**src/rtl/uart_fifo_core_if.sv**
```systemverilog
`default_nettype none
// ============================================================================
//  Module   : uart_fifo_core_if
//  Purpose  : CPU-side strobe/status bundle of the FIFO-buffered UART core.
//  Revision : 1.0
// ============================================================================
interface uart_fifo_core_if #(
    parameter int DATA_BITS = 8,
    parameter int FIFO_AW   = 4
);
    logic [DATA_BITS-1:0] tx_data;
    logic                 tx_wr;
    logic                 tx_full;
    logic [FIFO_AW:0]     tx_count;
    logic [DATA_BITS-1:0] rx_data;
    logic                 rx_rd;
    logic                 rx_empty;
    logic [FIFO_AW:0]     rx_count;
    logic                 err_clr;
    logic                 frame_err;
    logic                 parity_err;
    logic                 overrun;
    logic                 irq;

    modport master (
        output tx_data, tx_wr, rx_rd, err_clr,
        input  tx_full, tx_count, rx_data, rx_empty, rx_count,
               frame_err, parity_err, overrun, irq
    );

    modport slave (
        input  tx_data, tx_wr, rx_rd, err_clr,
        output tx_full, tx_count, rx_data, rx_empty, rx_count,
               frame_err, parity_err, overrun, irq
    );
endinterface
`default_nettype wire

```
**src/rtl/uart_fifo_core.sv**
```systemverilog
`default_nettype none
// ============================================================================
//  Module   : uart_fifo_core
//  Purpose  : UART transceiver with internal oversample tick, 16x RX, optional
//             parity, TX/RX FIFOs and sticky error flags.
//  Revision : 1.0
// ============================================================================
module uart_fifo_core #(
    parameter int OS_DIV    = 326,
    parameter int DATA_BITS = 8,
    parameter int PARITY    = 0,
    parameter int FIFO_AW   = 4
) (
    input  wire logic       clk,
    input  wire logic       reset,
    input  wire logic       uart_rx,
    output logic            uart_tx,
    uart_fifo_core_if.slave bus
);
    localparam int                  c_DEPTH    = 2 ** FIFO_AW;
    localparam int                  c_DIV_W    = (OS_DIV > 1) ? $clog2(OS_DIV) : 1;
    localparam int                  c_BIT_W    = $clog2(DATA_BITS);
    localparam logic [c_DIV_W-1:0]  c_DIV_LAST = c_DIV_W'(OS_DIV - 1);
    localparam logic [c_BIT_W-1:0]  c_BIT_LAST = c_BIT_W'(DATA_BITS - 1);
    localparam logic [FIFO_AW:0]    c_FULL     = (FIFO_AW + 1)'(c_DEPTH);
    localparam logic                c_HAS_PAR  = (PARITY != 0);

    typedef enum logic [2:0] {
        S_IDLE   = 3'd0,
        S_START  = 3'd1,
        S_DATA   = 3'd2,
        S_PARITY = 3'd3,
        S_STOP   = 3'd4
    } state_t;

    // ------------------------------------------------------------------ tick
    logic [c_DIV_W-1:0] r_div;
    logic               w_tick;

    assign w_tick = (r_div == c_DIV_LAST);

    always_ff @(posedge clk) begin
        if (!reset)      r_div <= '0;
        else if (w_tick) r_div <= '0;
        else             r_div <= r_div + 1'b1;
    end

    // --------------------------------------------------------------- TX FIFO
    logic [DATA_BITS-1:0] r_tx_mem [c_DEPTH];
    logic [FIFO_AW-1:0]   r_tx_wp, r_tx_rp;
    logic [FIFO_AW:0]     r_tx_cnt;
    logic                 w_tx_push, w_tx_pop;
    logic [DATA_BITS-1:0] w_tx_head;

    assign w_tx_push = bus.tx_wr && (r_tx_cnt != c_FULL);
    assign w_tx_head = r_tx_mem[r_tx_rp];

    always_ff @(posedge clk) begin
        if (w_tx_push) r_tx_mem[r_tx_wp] <= bus.tx_data;
    end

    always_ff @(posedge clk) begin
        if (!reset) begin
            r_tx_wp  <= '0;
            r_tx_rp  <= '0;
            r_tx_cnt <= '0;
        end else begin
            if (w_tx_push) r_tx_wp <= r_tx_wp + 1'b1;
            if (w_tx_pop)  r_tx_rp <= r_tx_rp + 1'b1;
            case ({w_tx_push, w_tx_pop})
                2'b10:   r_tx_cnt <= r_tx_cnt + 1'b1;
                2'b01:   r_tx_cnt <= r_tx_cnt - 1'b1;
                default: r_tx_cnt <= r_tx_cnt;
            endcase
        end
    end

    // ---------------------------------------------------------------- TX FSM
    state_t               r_tx_state, w_tx_state_nxt;
    logic [3:0]           r_tx_tcnt, w_tx_tcnt_nxt;
    logic [c_BIT_W-1:0]   r_tx_bit, w_tx_bit_nxt;
    logic [DATA_BITS-1:0] r_tx_sh, w_tx_sh_nxt;
    logic                 r_tx_par, w_tx_par_nxt;
    logic                 r_uart_tx, w_tx_line_nxt;
    logic                 w_tx_bit_end;

    always_ff @(posedge clk) begin
        if (!reset) begin
            r_tx_state <= S_IDLE;
            r_tx_tcnt  <= '0;
            r_tx_bit   <= '0;
            r_tx_sh    <= '0;
            r_tx_par   <= 1'b0;
            r_uart_tx  <= 1'b1;
        end else begin
            r_tx_state <= w_tx_state_nxt;
            r_tx_tcnt  <= w_tx_tcnt_nxt;
            r_tx_bit   <= w_tx_bit_nxt;
            r_tx_sh    <= w_tx_sh_nxt;
            r_tx_par   <= w_tx_par_nxt;
            r_uart_tx  <= w_tx_line_nxt;
        end
    end

    always_comb begin
        w_tx_state_nxt = r_tx_state;
        w_tx_tcnt_nxt  = r_tx_tcnt;
        w_tx_bit_nxt   = r_tx_bit;
        w_tx_sh_nxt    = r_tx_sh;
        w_tx_par_nxt   = r_tx_par;
        w_tx_pop       = 1'b0;
        w_tx_line_nxt  = 1'b1;
        w_tx_bit_end   = w_tick && (r_tx_tcnt == 4'hF);

        if (w_tick && (r_tx_state != S_IDLE)) w_tx_tcnt_nxt = r_tx_tcnt + 1'b1;

        case (r_tx_state)
            S_START: if (w_tx_bit_end) begin
                w_tx_state_nxt = S_DATA;
                w_tx_bit_nxt   = '0;
            end
            S_DATA: if (w_tx_bit_end) begin
                w_tx_sh_nxt = r_tx_sh >> 1;
                if (r_tx_bit == c_BIT_LAST) w_tx_state_nxt = c_HAS_PAR ? S_PARITY : S_STOP;
                else                        w_tx_bit_nxt   = r_tx_bit + 1'b1;
            end
            S_PARITY: if (w_tx_bit_end) w_tx_state_nxt = S_STOP;
            S_STOP:   if (w_tx_bit_end) w_tx_state_nxt = S_IDLE;
            default:  w_tx_state_nxt = S_IDLE;
        endcase

        // The last stop tick can launch the next frame directly, so back-to-back bytes have no gap
        if (w_tick && (r_tx_cnt != '0) &&
            ((r_tx_state == S_IDLE) || ((r_tx_state == S_STOP) && (r_tx_tcnt == 4'hF)))) begin
            w_tx_pop       = 1'b1;
            w_tx_state_nxt = S_START;
            w_tx_tcnt_nxt  = '0;
            w_tx_sh_nxt    = w_tx_head;
            w_tx_par_nxt   = (PARITY == 1) ? ~^w_tx_head : ^w_tx_head;
        end

        case (w_tx_state_nxt)
            S_START:  w_tx_line_nxt = 1'b0;
            S_DATA:   w_tx_line_nxt = w_tx_sh_nxt[0];
            S_PARITY: w_tx_line_nxt = w_tx_par_nxt;
            default:  w_tx_line_nxt = 1'b1;
        endcase
    end

    assign uart_tx = r_uart_tx;

    // ---------------------------------------------------------------- RX FSM
    logic                 r_rx_s1, r_rx_s2;
    state_t               r_rx_state, w_rx_state_nxt;
    logic [3:0]           r_rx_tcnt, w_rx_tcnt_nxt;
    logic [c_BIT_W-1:0]   r_rx_bit, w_rx_bit_nxt;
    logic [DATA_BITS-1:0] r_rx_sh, w_rx_sh_nxt;
    logic                 r_rx_parbit, w_rx_parbit_nxt;
    logic                 w_rx_done, w_rx_mid;

    always_ff @(posedge clk) begin
        if (!reset) begin
            r_rx_s1     <= 1'b1;
            r_rx_s2     <= 1'b1;
            r_rx_state  <= S_IDLE;
            r_rx_tcnt   <= '0;
            r_rx_bit    <= '0;
            r_rx_sh     <= '0;
            r_rx_parbit <= 1'b0;
        end else begin
            r_rx_s1     <= uart_rx;
            r_rx_s2     <= r_rx_s1;
            r_rx_state  <= w_rx_state_nxt;
            r_rx_tcnt   <= w_rx_tcnt_nxt;
            r_rx_bit    <= w_rx_bit_nxt;
            r_rx_sh     <= w_rx_sh_nxt;
            r_rx_parbit <= w_rx_parbit_nxt;
        end
    end

    always_comb begin
        w_rx_state_nxt  = r_rx_state;
        w_rx_tcnt_nxt   = r_rx_tcnt;
        w_rx_bit_nxt    = r_rx_bit;
        w_rx_sh_nxt     = r_rx_sh;
        w_rx_parbit_nxt = r_rx_parbit;
        w_rx_done       = 1'b0;
        w_rx_mid        = w_tick && (r_rx_tcnt == 4'hF);

        if (w_tick) w_rx_tcnt_nxt = r_rx_tcnt + 1'b1;

        case (r_rx_state)
            S_IDLE: begin
                w_rx_tcnt_nxt = '0;
                if (w_tick && !r_rx_s2) w_rx_state_nxt = S_START;
            end
            // Mid start bit: a line already back high was only a glitch
            S_START: if (w_tick && (r_rx_tcnt == 4'd7)) begin
                w_rx_tcnt_nxt  = '0;
                w_rx_bit_nxt   = '0;
                w_rx_state_nxt = r_rx_s2 ? S_IDLE : S_DATA;
            end
            S_DATA: if (w_rx_mid) begin
                w_rx_sh_nxt = {r_rx_s2, r_rx_sh[DATA_BITS-1:1]};
                if (r_rx_bit == c_BIT_LAST) w_rx_state_nxt = c_HAS_PAR ? S_PARITY : S_STOP;
                else                        w_rx_bit_nxt   = r_rx_bit + 1'b1;
            end
            S_PARITY: if (w_rx_mid) begin
                w_rx_parbit_nxt = r_rx_s2;
                w_rx_state_nxt  = S_STOP;
            end
            S_STOP: if (w_rx_mid) begin
                w_rx_done      = 1'b1;
                w_rx_state_nxt = S_IDLE;
            end
            default: w_rx_state_nxt = S_IDLE;
        endcase
    end

    // --------------------------------------------------- RX verdict and FIFO
    logic                 w_par_bad, w_frame_set, w_par_set, w_rx_good, w_rx_push, w_ovr_set, w_rx_pop;
    logic [DATA_BITS-1:0] r_rx_mem [c_DEPTH];
    logic [FIFO_AW-1:0]   r_rx_wp, r_rx_rp;
    logic [FIFO_AW:0]     r_rx_cnt;
    logic                 r_frame_err, r_parity_err, r_overrun, r_irq;

    assign w_par_bad   = c_HAS_PAR && ((^{r_rx_sh, r_rx_parbit}) != (PARITY == 1));
    assign w_frame_set = w_rx_done && !r_rx_s2;
    assign w_par_set   = w_rx_done && w_par_bad;
    assign w_rx_good   = w_rx_done && r_rx_s2 && !w_par_bad;
    assign w_rx_push   = w_rx_good && (r_rx_cnt != c_FULL);
    assign w_ovr_set   = w_rx_good && (r_rx_cnt == c_FULL);
    assign w_rx_pop    = bus.rx_rd && (r_rx_cnt != '0);

    always_ff @(posedge clk) begin
        if (w_rx_push) r_rx_mem[r_rx_wp] <= r_rx_sh;
    end

    always_ff @(posedge clk) begin
        if (!reset) begin
            r_rx_wp      <= '0;
            r_rx_rp      <= '0;
            r_rx_cnt     <= '0;
            r_frame_err  <= 1'b0;
            r_parity_err <= 1'b0;
            r_overrun    <= 1'b0;
            r_irq        <= 1'b0;
        end else begin
            if (w_rx_push) r_rx_wp <= r_rx_wp + 1'b1;
            if (w_rx_pop)  r_rx_rp <= r_rx_rp + 1'b1;
            case ({w_rx_push, w_rx_pop})
                2'b10:   r_rx_cnt <= r_rx_cnt + 1'b1;
                2'b01:   r_rx_cnt <= r_rx_cnt - 1'b1;
                default: r_rx_cnt <= r_rx_cnt;
            endcase
            // A set event in the same cycle as err_clr keeps the flag
            r_frame_err  <= w_frame_set | (r_frame_err  & ~bus.err_clr);
            r_parity_err <= w_par_set   | (r_parity_err & ~bus.err_clr);
            r_overrun    <= w_ovr_set   | (r_overrun    & ~bus.err_clr);
            r_irq        <= (r_rx_cnt != '0) | r_frame_err | r_parity_err | r_overrun;
        end
    end

    assign bus.tx_full    = (r_tx_cnt == c_FULL);
    assign bus.tx_count   = r_tx_cnt;
    assign bus.rx_empty   = (r_rx_cnt == '0);
    assign bus.rx_count   = r_rx_cnt;
    assign bus.rx_data    = (r_rx_cnt == '0) ? '0 : r_rx_mem[r_rx_rp];
    assign bus.frame_err  = r_frame_err;
    assign bus.parity_err = r_parity_err;
    assign bus.overrun    = r_overrun;
    assign bus.irq        = r_irq;
endmodule
`default_nettype wire

```
**src/flat_wrapper.sv**
```systemverilog
// flat-port wrapper written by rule: the top's interface ports become plain ports
module uart_fifo_core_flat 
#(
    parameter int OS_DIV    = 326,
    parameter int DATA_BITS = 8,
    parameter int PARITY    = 0,
    parameter int FIFO_AW   = 4
)
  (clk, reset, uart_rx, uart_tx, bus_tx_data, bus_tx_wr, bus_rx_rd, bus_err_clr, bus_tx_full, bus_tx_count, bus_rx_data, bus_rx_empty, bus_rx_count, bus_frame_err, bus_parity_err, bus_overrun, bus_irq);
  uart_fifo_core_if #(.DATA_BITS(DATA_BITS), .FIFO_AW(FIFO_AW)) bus_i ();
  input  wire logic clk;
  input  wire logic reset;
  input  wire logic uart_rx;
  output logic uart_tx;
  input wire logic [$bits(bus_i.tx_data)-1:0] bus_tx_data;
  input wire logic [$bits(bus_i.tx_wr)-1:0] bus_tx_wr;
  input wire logic [$bits(bus_i.rx_rd)-1:0] bus_rx_rd;
  input wire logic [$bits(bus_i.err_clr)-1:0] bus_err_clr;
  output wire logic [$bits(bus_i.tx_full)-1:0] bus_tx_full;
  output wire logic [$bits(bus_i.tx_count)-1:0] bus_tx_count;
  output wire logic [$bits(bus_i.rx_data)-1:0] bus_rx_data;
  output wire logic [$bits(bus_i.rx_empty)-1:0] bus_rx_empty;
  output wire logic [$bits(bus_i.rx_count)-1:0] bus_rx_count;
  output wire logic [$bits(bus_i.frame_err)-1:0] bus_frame_err;
  output wire logic [$bits(bus_i.parity_err)-1:0] bus_parity_err;
  output wire logic [$bits(bus_i.overrun)-1:0] bus_overrun;
  output wire logic [$bits(bus_i.irq)-1:0] bus_irq;
  assign bus_i.tx_data = bus_tx_data;
  assign bus_i.tx_wr = bus_tx_wr;
  assign bus_i.rx_rd = bus_rx_rd;
  assign bus_i.err_clr = bus_err_clr;
  assign bus_tx_full = bus_i.tx_full;
  assign bus_tx_count = bus_i.tx_count;
  assign bus_rx_data = bus_i.rx_data;
  assign bus_rx_empty = bus_i.rx_empty;
  assign bus_rx_count = bus_i.rx_count;
  assign bus_frame_err = bus_i.frame_err;
  assign bus_parity_err = bus_i.parity_err;
  assign bus_overrun = bus_i.overrun;
  assign bus_irq = bus_i.irq;
  uart_fifo_core #(.OS_DIV(OS_DIV), .DATA_BITS(DATA_BITS), .PARITY(PARITY), .FIFO_AW(FIFO_AW)) u_core (.clk(clk), .reset(reset), .uart_rx(uart_rx), .uart_tx(uart_tx), .bus(bus_i));
endmodule
```
**config.mk**
```make
export PLATFORM = sky130hd
export DESIGN_NAME = uart_fifo_core_flat
export DESIGN_NICKNAME = d
export VERILOG_FILES = /design/src/rtl/uart_fifo_core_if.sv /design/src/rtl/uart_fifo_core.sv /design/src/flat_wrapper.sv
export SDC_FILE = /design/constraint.sdc
export NUM_CORES = 1
export LEC_CHECK = 0
export ABC_CLOCK_PERIOD_IN_PS = 3700
export BUFFER_PORTS_ARGS = -buffer_cell sky130_fd_sc_hd__buf_2
export CELL_PAD_IN_SITES_DETAIL_PLACEMENT = 1
export CELL_PAD_IN_SITES_GLOBAL_PLACEMENT = 2
export CORE_MARGIN = 8
export CORE_UTILIZATION = 46
export CTS_CLUSTER_SIZE = 30
export DETAILED_ROUTE_END_ITERATION = 6
export GPL_TIMING_DRIVEN = 0
export PLACE_DENSITY_LB_ADDON = 0.1
export SLEW_MARGIN = 10
export SYNTH_ARGS = -nofsm -noshare
export SYNTH_HDL_FRONTEND = slang
export SYNTH_SLANG_ARGS = --single-unit
```
**constraint.sdc**
```tcl
create_clock -name clk -period 3.7 [get_ports clk]
set_input_delay 0.37 -clock clk [delete_from_list [all_inputs] [get_ports clk]]
set_output_delay 0.37 -clock clk [all_outputs]
set_load 0.01 [all_outputs]
```
# --- After elaboration in Yosys (flattened, before gate mapping) ---
# Memories as Yosys holds them, arrays and structs flattened. A register that Yosys moved wholly into a read port is not among the register bits.
# Cells that the tools add are included.
# Widths: inputs -> output; s select.
word_totals:
  reg_bits: 79
  latchBits: 0
  ramBits: 256
  romBits: 0
  input_bits: 14
  output_inout_bits: 25
  word_cells: 165
  memories: 2
classes:
  n_addsub: 13
  n_mul: 0
  div_mod_pow: 0
  magnitude_cmp: 0
  n_eq_ne: 35
  shifts: 0
  muxes: 45
  n_bitwise: 10
  reduce_logical: 36
memory_table:
  columns: ["name", "depth", "word_bits", "rd", "rd_ports_with_merged_regs", "wr", "line_no", "rtl"]
  rows:
  - ["u_core.r_rx_mem", 16, 8, 1, 1, 1, "uart_fifo_core.sv:222", "logic [DATA_BITS-1:0] r_rx_mem [c_DEPTH];"]
  - ["u_core.r_tx_mem", 16, 8, 1, 1, 1, "uart_fifo_core.sv:49", "logic [DATA_BITS-1:0] r_tx_mem [c_DEPTH];"]
ops:
  columns: ["cell", "count"]
  rows:
  - ["$mux 3", 18]
  - ["$mux 8", 4]
  - ["$add 4x1->4 const B", 6]
  - ["$mux 4", 6]
  - ["$pmux 5 s2", 2]
  - ["$eq 3x2->1 const B", 6]
  - ["$ne 2x1->1 const B", 8]
  - ["$pmux 3 s5", 1]
  - ["$logic_and 1x1->1", 14]
  - ["$eq 3x3->1 const B", 4]
  - ["$pmux 3 s2", 2]
  - ["$pmux 3 s4", 1]
  - ["$reduce_bool 2->1", 6]
  - ["$add 5x1->5 const B", 2]
  - ["$eq 5x5->1 const B", 2]
  - ["$ne 5x5->1 const B", 2]
  - ["$reduce_bool 5->1", 2]
  - ["$sub 5x1->5 const B", 2]
  - ["$add 9x1->9 const B", 1]
  - ["$eq 3x1->1 const B", 3]
  - ["$eq 9x9->1 const B", 1]
  - ["$eq 4x4->1 const B", 2]
  - ["$mux 1", 8]
  - ["$pmux 4 s2", 1]
  - ["20 further kinds", 35]

# --- Longest topological paths before layout ---
logic_depth:
  word_depth: 8
  ltp_mapped: 16
  depth_no_buf: 15

# --- Worst setup path after synthesis ---
# OpenSTA, ideal clock, no wires.
synth_path:
  kind: "register -> register"
  startpoint: "register u_core.r_div[3]"
  endpoint: "register u_core.r_rx_cnt[4] (netlist: u_core.bus.rx_count[4])"
  setup_ns: 0.070
  arrival_ns: 3.213
  required_ns: 3.630
  setup_slack_ns: 0.417
  path_stages_with_launch: 14
  n_path_buf: 1
  synth_period_minus_slack_ns: 3.283
  path_cell_list: "dfxtp_1 -> or4b_4 -> nor3_1 -> and3_1 -> and3_1 -> buf_2 -> inv_2 -> ha_1 -> fa_1 -> a21o_1 -> a21oi_1 -> xor2_1 -> or3_1 -> a21oi_1"
synth_between:
  elab_chain_cells: 8
  word_cells_on_any_way: 10
  cone_classes: "eq/ne (3); mux (3); reduce/logical (4)"
synth_lines:
  columns: ["element", "line_no", "rtl"]
  rows:
  - ["start, declared", "uart_fifo_core.sv:37", "logic [c_DIV_W-1:0] r_div;"]
  - ["start signal, assigned", "uart_fifo_core.sv:45", "else r_div <= r_div + 1'b1;"]
  - ["$eq 9x9->1 (*)", "uart_fifo_core.sv:40", "assign w_tick = (r_div == c_DIV_LAST);"]
  - ["$logic_and 1x1->1 (*)", "uart_fifo_core.sv:188", "w_rx_mid = w_tick && (r_rx_tcnt == 4'hF);"]
  - ["$mux 1 (*)", "uart_fifo_core.sv:212", "S_STOP: if (w_rx_mid) begin"]
  - ["$mux 1 (*)", "uart_fifo_core.sv:192", "case (r_rx_state)"]
  - ["$logic_and 1x1->1 (*)", "uart_fifo_core.sv:230", "assign w_rx_good = w_rx_done && r_rx_s2 && !w_par_bad;"]
  - ["$logic_and 1x1->1 (*)", "uart_fifo_core.sv:231", "assign w_rx_push = w_rx_good && (r_rx_cnt != c_FULL);"]
  - ["$eq 2x1->1 / $eq 2x2->1 (equally long branches)", "uart_fifo_core.sv:251", "case ({w_rx_push, w_rx_pop})"]
  - ["$pmux 5 s2 / $reduce_bool 2->1 (equally long branches)", null, null]
  - ["end signal, assigned", "uart_fifo_core.sv:252", "2'b10: r_rx_cnt <= r_rx_cnt + 1'b1;"]
  - ["end signal, assigned", "uart_fifo_core.sv:253", "2'b01: r_rx_cnt <= r_rx_cnt - 1'b1;"]
  - ["end signal, assigned", "uart_fifo_core.sv:254", "default: r_rx_cnt <= r_rx_cnt;"]
  - ["end, declared", "uart_fifo_core.sv:224", "logic [FIFO_AW:0] r_rx_cnt;"]
# Every way passes the cells marked *; elsewhere a longest branch is shown, timed or not.
# A chain may end at the register's enable or synchronous reset.

# --- Worst setup path in the final report ---
# Same ends and word-level chain as after synthesis.

==> metrics.txt <==
status finished clean; unrepaired setup endpoints after global routing false; CP Class reg -> reg; Top Metal Used met4; FILL cells between 2,000 and 3,000; gr ovfl total 0; Chip Height 189.1 um; Top FF cell, synth edfxtp_1; max-cap violations 0; top-area cell type share of the netlist area 55.78%; Distinct cells, synth 45; maximum vdd drop 0.3671 mV; Bufs and invs on worst path 2; Hold Startpoint bus_err_clr; global-route usage over all layers between 15 and 20%; Simple-Gate Fraction of Synth Area 8.280%; Worst path most repeated cell a21oi_1; cell taking the most area after synthesis edfxtp_1; Area growth, synth to finish 15.42%; met3 WL post-DR about 920 um; WHS 0.03223 ns; final core utilization 53.81%; die area 35,760 um2; WL met1 ~13 mm; final net count 995; crit path launch type flop; Rows 63; Async SR Flop Fraction 0%; n_diodes 0; initial antenna violation count 0; Mapped Area 13,780 um2; Crit. End Element flop; vias per cell about 5.5; crit path DAT 3.91 ns; HPWL reported at the end of detailed placement approximately 21 mm; largest family of logic cells by synthesized area multiplexers; I/O pin count 39; Crit path max-delay family simple AND/OR/NAND/NOR gates; # setup viols final 0; max incr delay on CP 0.59 ns; CTS tree done; syn_nets 911; slew margin rel. slightly above 40%; post-synthesis instance total 869; cts bufs inserted 38; Hold Crit Class in -> reg; Non-Filler Instances between 1,000 and 1,500; first-pass GRT wire length 48.13 mm; R2R Path Start u_core.r_div[3]; multiplexer share of the synthesized area 12.86%; Wirelength per Cell 22.36 um; WP data required 4.15 ns; EDFF count, synth 256; Routed WL about 31 mm; achievable clock frequency 289.6 MHz; Pwr Density ~520 nW/um2; Max Slew Vio Count 0; router iterations before antenna repair 4; syn_area_per_cell 15.86 um2; Core Region between 20,000 and 30,000 um2; root buf cell clkbuf_16; CP max stage cell or4b_4; sequential element share of the synthesized area 68.42%; Vias 7,532; design area 15,910 um2; layout cells sized above 1 20.69%; Met2 Wirelength 15.96 mm; drt drc 0; largest cells by area after synthesis edfxtp_1 (56%), dfxtp_1 (13%), mux4_2 (12%); slew at the pin closest to its max-slew limit 0.8915 ns; synth warn 0; Multi-input gate area 4169 um2; Max Fanout on Critical Path 8; antenna viol nets, final 0; count of final hold-check violations 0; Post-Synth Adder-Cell Area 2.651%; Synth Register Bits 343; Placed Cells incl. Taps around 1,300; Port Buffers 37; XOR/XNOR share of the synthesized area 2.606%; H-tree depth reported by CTS 2; initial drt markers 339; clk slew on worst S/H paths approximately 0.060 ns; placed cell areas 14,510 um2; clk sinks 343; Die Wd 189.1 um; Worst Skew 0.01958 ns; Placer Congestion 0.7911; worst setup path start u_core.r_div[3]; leak pwr 5.339 nW; number of global-route vias before repair 8,355; starting density of the core 46.62%; fin crit share 93.33%; Register Area 9430 um2; Synth Area in Compound Gates under 10%; Tmin final 3.453 ns; Bufs on Longest Clock Path 3; worst-path cell chain or4b_4 -> nor3_4 -> and3_4 -> and3_1 -> buf_2 -> inv_2 -> ha_2 -> fa_1 -> a21o_1 -> a21oi_1 -> xor2_1 -> or3_1 -> a21oi_1; post-place setup slack -0.1209 ns; largest net degree at the start of global routing 19; Skew-Pair Late Insertion Delay 0.53 ns; worst setup margin 0.2466 ns
## layer usage
| metal | up-vias | GRT usage, % |
|---|---|---|
| met5 | - | 0 |
| met4 | 0 | 6.013 |
| met3 | 55 | 2.594 |
| met2 | 132 | 30.96 |
| met1 | 3877 | 21.27 |
| li1 | 3468 | - |
## cell families after synthesis
group                    Yosys count
AO/OA/AOI/OAI                     76
XOR/XNOR                          41
adder cells (fa/ha/maj)           28
buffers and inverters             60
flip-flops                       343
multiplexers                      87
AND/OR/NAND/NOR                  234
## cells in the mapped netlist (4+ instances only)
master / n
ha_1: 26
o21ai_0: 7
nand3_1: 9
nor2b_1: 17
nand2_1: 42
inv_1: 14
or3_1: 4
mux2i_1: 14
a21o_1: 4
a22oi_1: 22
and2_1: 13
and3_1: 5
nor3_1: 11
clkbuf_1: 28
a31oi_1: 4
mux4_2: 72
buf_1: 5
buf_2: 8
edfxtp_1: 256
nor3b_1: 5
a21oi_1: 36
xnor2_1: 18
dfxtp_1: 87
nor2_1: 92
nand4_1: 9
nor4_1: 8
nand2b_1: 10
xor2_1: 23
## per-stage QoR
stage / total power [W] / setup TNS (ns)
global placement: 0.004372 / -12.76
CTS: 0.008344 / 0
global route: 0.008490 / 0
finish: 0.008258 / 0
detailed placement: 0.004381 / -0.1209
floorplan: 0.004309 / 0
## area by class of cell
class | count | share of cell area [%]
sequential | 343 | 59.29
clock buffer | 46 | 6.364
tap | 390 | 3.068
inverter | 16 | 0.3776
clock inverter | 22 | 1.982
timing repair buffer | 44 | 1.495
buffer | 44 | 1.219
multi-input combinational | 466 | 26.21
## path summary, 6_finish.rpt
kind                                                to  slack [ns]  depth (start not counted)
worst max-delay path            u_core.bus.rx_count[4]        0.25                         13
worst min-delay path             u_core.bus.parity_err        0.03                          2
worst max register to register  u_core.bus.rx_count[4]        0.25                         13
worst min register to register          u_core.r_rx_s2        0.41                          1
## flip-flops by register name, summed over array words and instances (netlist names), 3 cells and up, named ones only
name                 cells
u_core.r_rx_mem        128
u_core.r_tx_mem        128
u_core.r_div             9
u_core.r_rx_sh           8
u_core.r_tx_sh           8
u_core.bus.rx_count      5
u_core.bus.tx_count      5
u_core.r_rx_rp           4
u_core.r_rx_tcnt         4
u_core.r_rx_wp           4
u_core.r_tx_rp           4
u_core.r_tx_tcnt         4
u_core.r_tx_wp           4
u_core.r_rx_bit          3
u_core.r_rx_state        3
u_core.r_tx_bit          3
u_core.r_tx_state        3
## where the power goes
part | switching (W) | internal, W
registers | 0.0000157 | 0.00413
clock network | 0.00150 | 0.00246
logic | 0.000103 | 0.0000501
total | 0.00162 | 0.00664
## timing repair
action | in CTS | in global routing
setup endpoints to repair | 1 | 2
setup buffers | 0 | 3
gates resized for setup | 1 | 5
pin swaps | 0 | 1
hold buffers | 0 | 0
## layout by cell type, fill, tap and decap left out, types with 5 or more instances in the layout
cell type	netlist	layout
xor2_1	23	23
a22oi_1	22	22
nand2b_1	10	10
o21ai_0	7	7
clkbuf_16	0	39
nand4_1	9	9
clkbuf_1	28	34
dfxtp_1	87	86
nor3b_1	5	5
a21oi_1	36	36
nor4_2	0	5
nor2_1	92	92
xnor2_1	18	18
mux4_2	72	72
and2_1	13	13
buf_1	5	5
nand2_1	42	42
edfxtp_1	256	256
ha_1	26	25
nand3_1	9	9
nor2b_1	17	17
inv_1	14	14
mux2i_1	14	14
nor3_1	11	6
buf_4	1	8
buf_2	8	45
bufinv_16	0	7
clkinv_1	1	6
(Power assumes the default switching activity.)
